`config.mk`:
```
export PLATFORM = sky130hd
export DESIGN_NAME = timer_multichannel
export DESIGN_NICKNAME = d
export VERILOG_FILES = /design/src/rtl/timer_multichannel.sv
export SDC_FILE = /design/constraint.sdc
export NUM_CORES = 1
export LEC_CHECK = 0
export BUFFER_PORTS_ARGS = -buffer_cell sky130_fd_sc_hd__buf_2
export CORE_MARGIN = 2
export CORE_UTILIZATION = 32
export CTS_CLUSTER_SIZE = 24
export DETAILED_ROUTE_END_ITERATION = 6
export PLACE_DENSITY = 0.53
export SKIP_CTS_REPAIR_TIMING = 1
export SLEW_MARGIN = 20
export SYNTH_ARGS = -nofsm -noshare
export SYNTH_HDL_FRONTEND = slang
export SYNTH_SLANG_ARGS = --single-unit
```
`constraint.sdc`:
```
create_clock -name clk -period 6.11 [get_ports clk]
set_input_delay 0.3055 -clock clk [delete_from_list [all_inputs] [get_ports clk]]
set_output_delay 0.3055 -clock clk [all_outputs]
set_load 0.02 [all_outputs]
```
`src/rtl/timer_multichannel.sv`:
```
// General-purpose timer: shared prescaled up-counter with CHANNELS compare units,
// each driving a toggle or PWM output, plus match/overflow flags and a level irq.
module timer_multichannel #(
  parameter int unsigned WIDTH           = 16,
  parameter int unsigned CHANNELS        = 4,
  parameter int unsigned PRESCALER_WIDTH = 16
) (
  input  logic                clk,
  input  logic                reset,
  input  logic [3:0]          bus_addr,
  input  logic                bus_wr,
  input  logic [31:0]         bus_wdata,
  input  logic                bus_rd,
  output logic [31:0]         bus_rdata,
  output logic [CHANNELS-1:0] cmp_out,
  output logic                irq
);

  localparam logic [3:0] A_CTRL     = 4'd0;
  localparam logic [3:0] A_PRESCALE = 4'd1;
  localparam logic [3:0] A_TOP      = 4'd2;
  localparam logic [3:0] A_COUNT    = 4'd3;
  localparam logic [3:0] A_STATUS   = 4'd4;
  localparam logic [3:0] A_IRQ_EN   = 4'd5;

  logic                       en_q, en_d, oneshot_q, oneshot_d, pwm_q, pwm_d;
  logic [PRESCALER_WIDTH-1:0] prescale_q, prescale_d, pre_cnt_q, pre_cnt_d;
  logic [WIDTH-1:0]           top_q, top_d, count_q, count_d;
  logic [CHANNELS-1:0]        match_q, match_d, ie_match_q, ie_match_d;
  logic [CHANNELS-1:0]        cmp_out_q, cmp_out_d;
  logic                       ovf_q, ovf_d, ie_ovf_q, ie_ovf_d;
  logic [WIDTH-1:0]           cmp_q [CHANNELS];
  logic [WIDTH-1:0]           cmp_d [CHANNELS];
  logic [31:0]                rdata_q, rdata_d, rd_val;

  logic wr_ctrl, wr_pre, wr_top, wr_count, wr_status, wr_ie;
  logic tick, tick_eff, wrap;
  logic [WIDTH-1:0] count_next;
  logic unused_wdata;

  assign wr_ctrl   = bus_wr && (bus_addr == A_CTRL);
  assign wr_pre    = bus_wr && (bus_addr == A_PRESCALE);
  assign wr_top    = bus_wr && (bus_addr == A_TOP);
  assign wr_count  = bus_wr && (bus_addr == A_COUNT);
  assign wr_status = bus_wr && (bus_addr == A_STATUS);
  assign wr_ie     = bus_wr && (bus_addr == A_IRQ_EN);

  assign tick       = en_q && (pre_cnt_q == prescale_q);
  // A COUNT write or an EN=0 write swallows the tick of that cycle.
  assign tick_eff   = tick && !wr_count && !(wr_ctrl && !bus_wdata[0]);
  assign wrap       = (count_q == top_q);
  assign count_next = wrap ? '0 : count_q + WIDTH'(1);

  assign unused_wdata = ^bus_wdata;

  always_comb begin
    en_d       = en_q;
    oneshot_d  = oneshot_q;
    pwm_d      = pwm_q;
    prescale_d = prescale_q;
    top_d      = top_q;
    count_d    = count_q;
    match_d    = match_q;
    ovf_d      = ovf_q;
    ie_match_d = ie_match_q;
    ie_ovf_d   = ie_ovf_q;
    cmp_out_d  = cmp_out_q;
    cmp_d      = cmp_q;
    pre_cnt_d  = (!en_q || tick) ? '0 : pre_cnt_q + PRESCALER_WIDTH'(1);

    if (wr_ctrl) begin
      {pwm_d, oneshot_d, en_d} = bus_wdata[2:0];
      if (!bus_wdata[0]) pre_cnt_d = '0;
    end
    if (wr_pre) prescale_d = bus_wdata[PRESCALER_WIDTH-1:0];
    if (wr_top) top_d = bus_wdata[WIDTH-1:0];
    if (wr_status) begin
      match_d = match_q & ~bus_wdata[CHANNELS-1:0];
      ovf_d   = ovf_q & ~bus_wdata[8];
    end
    if (wr_ie) begin
      ie_match_d = bus_wdata[CHANNELS-1:0];
      ie_ovf_d   = bus_wdata[8];
    end
    for (int unsigned i = 0; i < CHANNELS; i++) begin
      if (bus_wr && (bus_addr == 4'(8 + i))) cmp_d[i] = bus_wdata[WIDTH-1:0];
    end

    if (wr_count) begin
      count_d   = bus_wdata[WIDTH-1:0];
      pre_cnt_d = '0;
    end else if (tick_eff) begin
      count_d = count_next;
      if (wrap) begin
        ovf_d = 1'b1;
        if (oneshot_q) en_d = 1'b0;
      end
      // Hardware set is applied after the W1C so it wins on collision.
      for (int unsigned i = 0; i < CHANNELS; i++) begin
        if (count_next == cmp_q[i]) begin
          match_d[i] = 1'b1;
          if (!pwm_q) cmp_out_d[i] = ~cmp_out_q[i];
        end
      end
    end

    if (pwm_q) begin
      for (int unsigned i = 0; i < CHANNELS; i++) cmp_out_d[i] = (count_q < cmp_q[i]);
    end
  end

  always_comb begin
    rd_val = '0;
    case (bus_addr)
      A_CTRL:     rd_val = {29'd0, pwm_q, oneshot_q, en_q};
      A_PRESCALE: rd_val = 32'(prescale_q);
      A_TOP:      rd_val = 32'(top_q);
      A_COUNT:    rd_val = 32'(count_q);
      A_STATUS: begin
        rd_val[CHANNELS-1:0] = match_q;
        rd_val[8]            = ovf_q;
      end
      A_IRQ_EN: begin
        rd_val[CHANNELS-1:0] = ie_match_q;
        rd_val[8]            = ie_ovf_q;
      end
      default: begin
        for (int unsigned i = 0; i < CHANNELS; i++) begin
          if (bus_addr == 4'(8 + i)) rd_val = 32'(cmp_q[i]);
        end
      end
    endcase
    rdata_d = bus_rd ? rd_val : rdata_q;
  end

  always_ff @(posedge clk or posedge reset) begin
    if (reset) begin
      en_q       <= 1'b0;
      oneshot_q  <= 1'b0;
      pwm_q      <= 1'b0;
      prescale_q <= '0;
      pre_cnt_q  <= '0;
      top_q      <= '1;
      count_q    <= '0;
      match_q    <= '0;
      ovf_q      <= 1'b0;
      ie_match_q <= '0;
      ie_ovf_q   <= 1'b0;
      cmp_out_q  <= '0;
      rdata_q    <= '0;
      for (int unsigned i = 0; i < CHANNELS; i++) cmp_q[i] <= '0;
    end else begin
      en_q       <= en_d;
      oneshot_q  <= oneshot_d;
      pwm_q      <= pwm_d;
      prescale_q <= prescale_d;
      pre_cnt_q  <= pre_cnt_d;
      top_q      <= top_d;
      count_q    <= count_d;
      match_q    <= match_d;
      ovf_q      <= ovf_d;
      ie_match_q <= ie_match_d;
      ie_ovf_q   <= ie_ovf_d;
      cmp_out_q  <= cmp_out_d;
      rdata_q    <= rdata_d;
      for (int unsigned i = 0; i < CHANNELS; i++) cmp_q[i] <= cmp_d[i];
    end
  end

  assign bus_rdata = rdata_q;
  assign cmp_out   = cmp_out_q;
  assign irq       = |({ovf_q, match_q} & {ie_ovf_q, ie_match_q});

endmodule
```
==> metrics.csv <==
stage,metric,value,unit
setup_path,CP max-delay cell,xnor2_1,
logic_synthesis,cells after synthesis,1165,
grt,"Remaining Overflow, GRT",0,
logic_synthesis,Synth Area in Compound Gates,0.166,
setup_path,Critical Path Start Type,flip-flop,
setup_path,WP data required,6.41,ns
sta,Fin Setup TNS,0,ns
route,number of routed nets with antenna violations,0,
power,clock share of power,0.272,
route,via count,9053,
sta,setup ws final,1.67,ns
die,DIE AREA,0.0361,mm²
setup_path,crit-path cells,ha_1 -> nand3_2 -> xnor2_1 -> xnor2_1 -> nand3_1 -> a2111oi_0 -> nand4b_1 -> xor2_1 -> o21ai_1,
logic_synthesis,largest family of logic cells by synthesized area,compound AO/OA/AOI/OAI gates,
place,IO buf count,44,
power,internal power,2.70,mW
clock_tree,# clock sinks,161,
final_layout,Fillers,3534,
final_layout,# nets final,1271,
worst_hold_path,worst hold path type,primary input to async pin,
sta,RSZ-0062 raised after global routing,false,
setup_path,Crit. End Element,flip-flop,
die,Die Ht,190,µm
sta,Slew headroom,0.334,
sta,maximum clock rate,225,MHz
grt,GRT Overall Usage,0.207,
route,Routed WL per cell,22.3,µm
setup_path,Worst R2R Setup Slack,1.67,ns
clock_tree,Root Buffer,clkbuf_16,
logic_synthesis,cell area after synthesis,0.0111,mm²
sta,Worst-Margin Slew,0.992,ns
logic_synthesis,"FF+latch count, synth",161,
clock_tree,Worst-Skew Late Latency,0.44,ns
logic_synthesis,Synth cell types,81,
logic_synthesis,top_reg_cell synth,dfrtp_1,
place,"worst slack, placed",1.85,ns
power,Logic pwr share,0.348,
clock_tree,Clock Path Buffers,2,
final_layout,"most common cell after layout, fill and taps aside",dfrtp_1,
logic_synthesis,Syn. warnings,0,
sta,Fin. Hold Viols,0,
final_layout,layout cell share with drive strength beyond 1,0.176,
grt,vias in the first global route,8577,
logic_synthesis,post-synthesis mux area share,0.112,
logic_synthesis,XOR/XNOR Fraction of Synth Area,0.0712,
sta,Final min period,4.44,ns
sta,period utilization,0.726,
logic_synthesis,Synth Area per Inst,9.50,µm²
logic_synthesis,part of the Yosys area used for sequential elements,0.366,
die,Initial Utilization,0.323,
setup_path,slowest cell delay on critical path,0.89,ns
final_layout,register area,0.00405,mm²
place,HPWL after DPL,26.6,mm
sta,Clock Skew,0.0142,ns
logic_synthesis,number of synthesized flops with an enable pin,0,
setup_path,WP data arrival,4.73,ns
grt,first-pass GRT wire length,55.9,mm
final_layout,Multi-input gate area,0.00634,mm²
final_layout,most frequent cells in the layout,"dfrtp_1 (145), nand2_1 (93), o21ai_0 (89)",
place,routability cong.,0.936,
route,Via density,5.53,
clock_tree,Clock transition at path regs,0.07,ns
final_layout,Area growth syn-to-layout,10.2,%
sta,final setup vio count,0,
power,Sw Ratio,0.383,
sta,Final Max Tran Viols,0,
grt,initial antenna violation count,0,
grt,pin count of the biggest net entering global routing,100,
clock_tree,htree depth,4,
setup_path,cell mode on critical path,xnor2_1,
power,Switch Pwr,1.68,mW
clock_tree,total CTS buffers,17,
final_layout,final core utilization,0.356,
power,register share of total power,0.381,
power,Max VDD drop,0.000221,V
route,drt first-iter violations,821,
route,Pre-antenna DRT Iters,5,
logic_synthesis,Adder-Cell Fraction of Synth Area,0.0701,
logic_synthesis,area share of and/or/nand/nor cells after synthesis,0.147,
setup_path,CP max FO,18,
clock_tree,CTS tree,done,
logic_synthesis,Async SR Flop Fraction,1.00,
status,status,"complete, no violations",
die,FP Rows,68,
power,Cell Pwr Density,359,mW/mm²
route,final WL,36.5,mm
die,Chip Width,190,µm
setup_path,WS Path Type,flip-flop to flip-flop,
power,P_leak,5.28,nW
job,Max-cap violations,0,
die,# IOs,77,
die,Core Area,0.0343,mm²
final_layout,diode count,0,
route,Post-route DRC,0,
area by class of cell:
cell class,count,share of cell area
timing repair buffer,56,0.0254
clock buffer,22,0.0364
sequential,161,0.332
inverter,81,0.0253
multi-input combinational,852,0.519
clock inverter,10,0.0153
tap,455,0.0466
synth_stat cells, types with 12 or more instances:
master    count  area share
dfstp_2      16       0.038
a22oi_1      19       0.013
inv_1        81       0.027
a21oi_1      43       0.019
xnor2_1      52       0.041
buf_4        25       0.017
mux2i_1      12       0.011
nand3_1      24       0.011
xor2_1       31       0.025
o21ai_0      89       0.040
nand4_1      18       0.010
nand2_1      93       0.032
ha_1         62       0.070
a31oi_1      12      0.0068
o22ai_1      15      0.0085
nor4_1       18       0.010
clkbuf_1     40       0.014
nor3_1       20      0.0090
a21o_1       24       0.016
mux4_2       14       0.028
dfrtp_1     145        0.33
nor2_1       66       0.022
mux2_2       71       0.072
layer usage:
metal  global-route usage  routed length (µm)  vias to the layer above
li1                     -                   -                     4192
met1                0.302               17400                     4504
met2                0.316               16400                      314
met3               0.0338                1940                       43
met4               0.0569                 829                        0
met5                    0                   0                        -
state kept, by name, indices dropped and copies added, names as in the netlist, 4 cells and up:
name        count
cmp_out         4
bus_rdata      16
prescale_q     16
match_q         4
ie_match_q      4
top_q          16
cmp_q          64
pre_cnt_q      16
count_q        16
worst paths after layout:
check                         startpoint      endpoint  cells past startpoint
setup / recovery              count_q[0]    cmp_out[0]                      9
hold / removal                     reset  bus_rdata[8]                      2
setup reg to reg              count_q[0]    cmp_out[0]                      9
hold reg to reg             bus_rdata[2]  bus_rdata[2]                      1
max in group asynchronous          reset     cmp_q[59]                      3
min in group clk           bus_wdata[13]     cmp_q[45]                      3
critical path: cells and delay by family (launching register included):
kind / cells / cell delay, ns
AOI/OAI and AO/OA: 2 / 0.96
DFF: 1 / 0.78
xor gates and xnor gates: 3 / 1.34
adders and majority gates: 1 / 0.39
and+or+nand+nor: 3 / 0.80
power groups by stage:
stage / Combinational (mW) / Sequential, mW / Clock (mW)
floorplan: 1.15 / 1.53 / 0
global placement: 1.48 / 1.67 / 0
detailed placement: 1.50 / 1.68 / 0
CTS: 1.51 / 1.66 / 1.21
global route: 1.68 / 1.70 / 1.25
finish: 1.52 / 1.67 / 1.19
logic make-up (layout without fill, tap and decap cells):
family / Yosys count / after routing
AND/OR/NAND/NOR: 311 / 311
AO/OA/AOI/OAI: 280 / 280
buffers and inverters: 167 / 169
flip-flops: 161 / 161
multiplexers: 97 / 97
XOR/XNOR: 86 / 86
adder cells (fa/ha/maj): 62 / 62
other: 1 / 16
through the flow:
step,area [µm²],power (mW),std cells,hold slack [ns]
6_report,12200,4.38,1637,0.0621
5_1_grt,12200,4.64,1637,0.139
4_1_cts,12200,4.38,1637,0.112
3_5_place_dp,11600,3.18,1605,0.470
3_3_place_gp,11600,3.15,1605,0.462
2_1_floorplan,11100,2.68,1180,0.422
(Power assumes the default switching activity.)
